File: src/rtl/fb_arbiter.sv
// fb_arbiter: one-access-per-cycle arbiter for the 128x160 RGB565 framebuffer.
// Display reads have priority; a starvation counter guarantees writer progress.
//
// Ports:
//   clk, rst_n              clock, synchronous active-low reset
//   disp_req/addr/gnt       display read request, address, grant
//   disp_rvalid/rdata       registered read data, valid the cycle after grant
//   draw_req/addr/data/gnt  drawing-engine write request and grant
//   fill_start/color        start a clear-to-colour of the whole buffer
//   fill_busy/done          fill in progress / one-cycle completion pulse
//   err_oob                 sticky out-of-range access flag
//   mem_we/addr/din/dout    single-port pixel memory (sync write, comb read)
//
// Build option: define FB_BOUNDS_CHECK_EN to block out-of-range accesses and
// report them on err_oob; otherwise addresses pass through and err_oob is 0.

module fb_arbiter #(
    parameter int ADDR_W     = 15,
    parameter int DATA_W     = 16,
    parameter int NUM_PIXELS = 20480,
    parameter int STARVE_MAX = 4
) (
    input  logic              clk,
    input  logic              rst_n,
    input  logic              disp_req,
    input  logic [ADDR_W-1:0] disp_addr,
    output logic              disp_gnt,
    output logic              disp_rvalid,
    output logic [DATA_W-1:0] disp_rdata,
    input  logic              draw_req,
    input  logic [ADDR_W-1:0] draw_addr,
    input  logic [DATA_W-1:0] draw_data,
    output logic              draw_gnt,
    input  logic              fill_start,
    input  logic [DATA_W-1:0] fill_color,
    output logic              fill_busy,
    output logic              fill_done,
    output logic              err_oob,
    output logic              mem_we,
    output logic [ADDR_W-1:0] mem_addr,
    output logic [DATA_W-1:0] mem_din,
    input  logic [DATA_W-1:0] mem_dout
);

    localparam logic [0:0] IDLE = 1'b0;
    localparam logic [0:0] FILL = 1'b1;
    localparam int SW = $clog2(STARVE_MAX + 1);

    logic [0:0]        state;
    logic [ADDR_W-1:0] fill_cnt;
    logic [DATA_W-1:0] fill_col;
    logic [SW-1:0]     starve_cnt;

    logic wr_req;
    logic starved;
    logic wr_win;
    logic disp_win;
    logic fill_gnt;
    logic last_px;
    logic draw_oob;
    logic disp_oob;

`ifdef FB_BOUNDS_CHECK_EN
    assign draw_oob = draw_addr >= ADDR_W'(NUM_PIXELS);
    assign disp_oob = disp_addr >= ADDR_W'(NUM_PIXELS);
`else
    assign draw_oob = 1'b0;
    assign disp_oob = 1'b0;
`endif

    always_comb begin
        // In FILL the fill engine is the writer and always requests.
        wr_req   = (state == FILL) || draw_req;
        starved  = (starve_cnt == SW'(STARVE_MAX));
        wr_win   = rst_n && wr_req && (!disp_req || starved);
        disp_win = rst_n && disp_req && !wr_win;
        fill_gnt = wr_win && (state == FILL);
        draw_gnt = wr_win && (state == IDLE);
        disp_gnt = disp_win;
        last_px  = (fill_cnt == ADDR_W'(NUM_PIXELS - 1));

        mem_we   = 1'b0;
        mem_addr = '0;
        mem_din  = '0;
        unique case (1'b1)
            disp_win: begin
                mem_addr = disp_addr;
            end
            fill_gnt: begin
                mem_addr = fill_cnt;
                mem_din  = fill_col;
                mem_we   = 1'b1;
            end
            draw_gnt: begin
                mem_addr = draw_addr;
                mem_din  = draw_data;
                mem_we   = !draw_oob;
            end
            default: ;
        endcase
    end

    always_ff @(posedge clk) begin
        if (!rst_n) begin
            state       <= IDLE;
            fill_cnt    <= '0;
            fill_col    <= '0;
            starve_cnt  <= '0;
            disp_rvalid <= 1'b0;
            disp_rdata  <= '0;
            fill_busy   <= 1'b0;
            fill_done   <= 1'b0;
        end else begin
            disp_rvalid <= disp_win;
            if (disp_win) begin
                disp_rdata <= disp_oob ? '0 : mem_dout;
            end
            fill_done <= 1'b0;

            // A requesting writer that loses can only have lost to display.
            if (!wr_req || wr_win) begin
                starve_cnt <= '0;
            end else if (!starved) begin
                starve_cnt <= starve_cnt + 1'b1;
            end

            if (state == IDLE) begin
                if (fill_start && !fill_busy) begin
                    state      <= FILL;
                    fill_col   <= fill_color;
                    fill_cnt   <= '0;
                    fill_busy  <= 1'b1;
                    starve_cnt <= '0;
                end
            end else if (fill_gnt) begin
                fill_cnt <= fill_cnt + 1'b1;
                if (last_px) begin
                    state      <= IDLE;
                    fill_busy  <= 1'b0;
                    fill_done  <= 1'b1;
                    starve_cnt <= '0;
                end
            end
        end
    end

`ifdef FB_BOUNDS_CHECK_EN
    logic oob_q;

    always_ff @(posedge clk) begin
        if (!rst_n) begin
            oob_q <= 1'b0;
        end else if ((draw_gnt && draw_oob) || (disp_win && disp_oob)) begin
            oob_q <= 1'b1;
        end
    end

    assign err_oob = oob_q;
`else
    assign err_oob = 1'b0;
`endif

endmodule

File: config.mk
export PLATFORM = sky130hd
export DESIGN_NAME = fb_arbiter
export DESIGN_NICKNAME = d
export VERILOG_FILES = /design/src/rtl/fb_arbiter.sv
export SDC_FILE = /design/constraint.sdc
export NUM_CORES = 1
export LEC_CHECK = 0
export ABC_AREA = 1
export BUFFER_PORTS_ARGS = -buffer_cell sky130_fd_sc_hd__buf_2
export CELL_PAD_IN_SITES_DETAIL_PLACEMENT = 0
export CELL_PAD_IN_SITES_GLOBAL_PLACEMENT = 1
export CORE_MARGIN = 2
export CORE_UTILIZATION = 31
export CTS_CLUSTER_SIZE = 10
export DETAILED_ROUTE_END_ITERATION = 8
export GPL_TIMING_DRIVEN = 0
export PLACE_DENSITY_LB_ADDON = 0.08
export SYNTH_ARGS = -nofsm -noshare
export SYNTH_HDL_FRONTEND = slang
export SYNTH_SLANG_ARGS = --single-unit
export TNS_END_PERCENT = 20
File: constraint.sdc
create_clock -name clk -period 1.8 [get_ports clk]
set_input_delay 0.27 -clock clk [delete_from_list [all_inputs] [get_ports clk]]
set_output_delay 0.27 -clock clk [all_outputs]
set_load 0.1 [all_outputs]
==> results by group <==
Clock network
  – Clock buffer count from CTS: 5
  – Clock Pin Slew Worst Setup and Hold Paths: 0.11 ns
  – Later-pin clock latency in the skew report: approximately 0.31 ns
  – CTS H-tree lvls: 2
  – Clock tree from TritonCTS: built
  – Clock Tree Buf Depth: 2
  – Clock tree root driver cell: clkbuf_8
  – Hold-fix buffer count after cts: 0
  – Num Clock Sinks: 54

Yosys
  – Fraction of synthesis flops using an asynchronous set or reset pin: 0
  – Main area contributors after synthesis: dfxtp_1, nand2_1, nor2_1
  – EDFF count, synth: 0
  – Count of unique library cells instantiated by Yosys: 32
  – Syn_nets: ~480
  – Fraction of synthesized cell area taken by the top area cell type: 0.3910
  – Syn Area/Cell: ~7.1 µm²
  – Fraction of the yosys area taken by sequential cells: 0.3910
  – Cell type with the largest total area after synthesis: dfxtp_1
  – Post-Synthesis Cells: a little under 400
  – Yosys warnings: 0
  – Netlist area before placement: 2765 µm²
  – Yosys reg bits: 54
  – Most frequent cell after synthesis: nand2_1
  – Synth cell count leaders: nand2_1, nor2_1, dfxtp_1, o21ai_0, inv_1
  – Primary FF master, synth: dfxtp_1

Cells and area
  – Final net count: ~630
  – Antenna cell count: 0
  – Fillers: 899
  – Final instance count without filler cells: between 600 and 700
  – Area used by multi-input combinational logic: 1615 µm²
  – Ratio of cells with drive above 1 in the final layout: 0.3911
  – Share of the core filled with cells in the final layout: 0.5065
  – Sequential cell area in the final layout: 1087 µm²
  – Area delta synth->final: 58.96%

STA
  – Measured slew at the worst slew-check pin: between 0.5 and 0.6 ns
  – Slew margin rel.: 0.6533
  – Final Slew Violations: 0
  – Achievable frequency: ~0.46 GHz
  – Setup skew after layout: 0.01158 ns
  – Worst Slack Setup Final: -0.3759 ns
  – Final clock period utilization by the worst path: 1.209
  – Setup repair after global routing missed its margin: true
  – Fin. Hold Viols: 0
  – Crit path time final: ~2.2 ns
  – Final setup vio count: 33

Power
  – Worst IR drop on VDD: between 0.3 and 0.4 mV
  – Overall power after layout: between 3 and 4 mW
  – Power per standard cell area: 751.8 nW/µm²
  – Static leakage power: roughly 2.0 nW

Global routing
  – Global-route wire length before repair: roughly 15,000 µm
  – Initial antenna violation count: 0
  – Largest net degree at the start of global routing: 18
  – Via count of the first global-routing pass: around 3,000
  – Global-route usage over all layers: 0.1871
  – Sum of overflow across all layers after global routing: 0

Placed design
  – Pre-CTS setup slack: -0.4233 ns
  – Port bufs: between 100 and 150
  – Final estimated routing congestion in global placement: between 0.7 and 0.8
  – Post-placement cell count: between 600 and 700
  – DP HPWL: 6630 µm

Route
  – Count of routing violations after the opening detailed-route iteration: 60
  – Per-cell routed wire length: between 10 and 15 µm
  – Detailed-route DRC error count: 0
  – Router iterations before antenna repair: 4
  – Final ANT Viol Nets: 0
  – Drt via density: roughly 4.7
  – Drt total wl: around 9000 µm
  – Via count: between 3,000 and 4,000

Critical path
  – Critical Path Fanout Max: 5
  – Max stage delay cell, worst path: dfxtp_2
  – Reg2reg end: state$_SDFF_PN0_
  – Setup crit end kind: output pin
  – Worst path cell trace: inv_2 > ha_4 > nand2_4 > nand2_4 > nand2_8 > nand2_8 > nor2_4 > buf_6 > nand2_1 > o211ai_1 > buf_6
  – Worst path arrival time: around 1.9 ns
  – CP peak stage delay: roughly 0.35 ns
  – Startpoint of the lowest-slack register-to-register path: fill_cnt[0]$_SDFFE_PN0P_
  – CP Data Required Time: approximately 1.5 ns
  – Worst path bufs/invs: 3
  – CP Launch Type: flip-flop
  – Largest delay share family, worst path: simple AND/OR/NAND/NOR gates
  – Minimum setup slack among reg-to-reg paths: approximately 0.24 ns
  – Worst-case reg-to-reg path depth: 8
  – Classification of the worst setup path: flip-flop to output pin

Floorplan
  – # rows: 34
  – Ports placed on the boundary: roughly 140
  – Total die area: slightly below 10,000 µm²
  – Initial cell density of the core: 0.3186
  – Core Region: between 8000 and 9000 µm²
  – Horizontal die dimension: 98.45 µm
  – Die Y: 98.45 µm

Min path
  – HP Start: mem_dout[2]
  – Worst hold path cell count: 3
  – Classification of the worst-slack hold path: input pin to flip-flop
  – Terminating pin of the worst hold path: disp_rdata[2]$_SDFFE_PN0N_

Run status
  – Violations in the final reports: setup timing
  – Run status: finished with violations

Job
  – Maxcap violations: 0
[routing by layer]
layer,vias to the layer above,share of wire,GRT usage
li1,1576,-,-
met1,1415,0.45,0.2437
met2,74,0.49,0.3271
met3,6,0.047,0.03404
met4,0,0.0071,0.03583
met5,-,0,0
[sequential cells by signal (all words and copies together), names as in the netlist]
register	cells
state	1
fill_col	16
fill_done	1
starve_cnt	3
fill_busy	1
fill_cnt	15
disp_rvalid	1
disp_rdata	16
[metrics by stage]
step           hold slack [ns]  area (µm²)  TNS, ns
3_5_place_dp            0.4533        3616   -9.861
4_1_cts                 0.1839        4249   -10.32
5_1_grt                 0.1897        4395   -13.30
2_1_floorplan           0.4118        2805   -15.15
3_3_place_gp            0.4456        3616   -9.397
6_report                0.1900        4395   -10.68
[cell type report]
type	count	area share
Clock buffer	6	0.01879
Timing Repair Buffer	145	0.2687
Inverter	29	0.02590
Clock inverter	2	0.003701
Sequential cell	54	0.2474
Multi-Input combinational cell	288	0.3675
Buffer	18	0.03729
Tap cell	108	0.03074
[report_power, final]
group          total (mW)  internal, mW  switching (mW)
Combinational        1.25         0.390           0.858
Sequential           1.32          1.27          0.0483
Clock               0.739         0.318           0.421
[tightest hold or removal path, stage by stage]
cell and delay (ns):
buf_2 0.09, nand2_1 0.05, a21oi_1 0.05
[worst max path at each step]
stage	from	endpoint	slack, ns	cells after the start
global placement	starve_cnt[1]$_SDFF_PN0_	mem_addr[0]	-0.41	11
global route	starve_cnt[0]$_SDFF_PN0_	mem_addr[5]	-0.48	11
finish	starve_cnt[0]$_SDFF_PN0_	mem_addr[10]	-0.38	11
floorplan	starve_cnt[0]$_SDFF_PN0_	mem_addr[10]	-0.83	7
CTS	starve_cnt[1]$_SDFF_PN0_	mem_addr[12]	-0.41	11
detailed placement	starve_cnt[1]$_SDFF_PN0_	mem_addr[0]	-0.42	11
[cell usage in the layout (no fill, tap or decap), types with 4 or more instances in the layout]
cell / netlist / routed
a21oi_1: 17 / 17
a22o_1: 16 / 7
a22o_4: 0 / 9
buf_12: 0 / 25
buf_2: 6 / 102
buf_4: 1 / 9
buf_6: 6 / 19
clkbuf_1: 4 / 4
clkbuf_8: 0 / 6
dfxtp_1: 54 / 51
inv_1: 25 / 22
inv_2: 4 / 6
nand2_1: 94 / 88
nand2_2: 0 / 4
nand3_1: 16 / 12
nand3_2: 2 / 6
nor2_1: 76 / 75
o211ai_1: 9 / 9
o21ai_0: 29 / 29
[cell families after synthesis]
group                      share of synthesized area
and+or+nand+nor                               0.3249
AOI/OAI and AO/OA                             0.1742
DFF                                           0.3910
buffers and inverters                        0.08552
xor gates and xnor gates                    0.009504
adders and majority gates                    0.01358
other                                       0.001356
[what timing repair did]
action	in CTS	in global routing
pin swaps	9	9
gates resized for setup	139	20
gates cloned	1	0
buffers inserted	5	4
endpoints found under the setup margin	34	37
No activity file was read; power rests on OpenSTA's default activity.
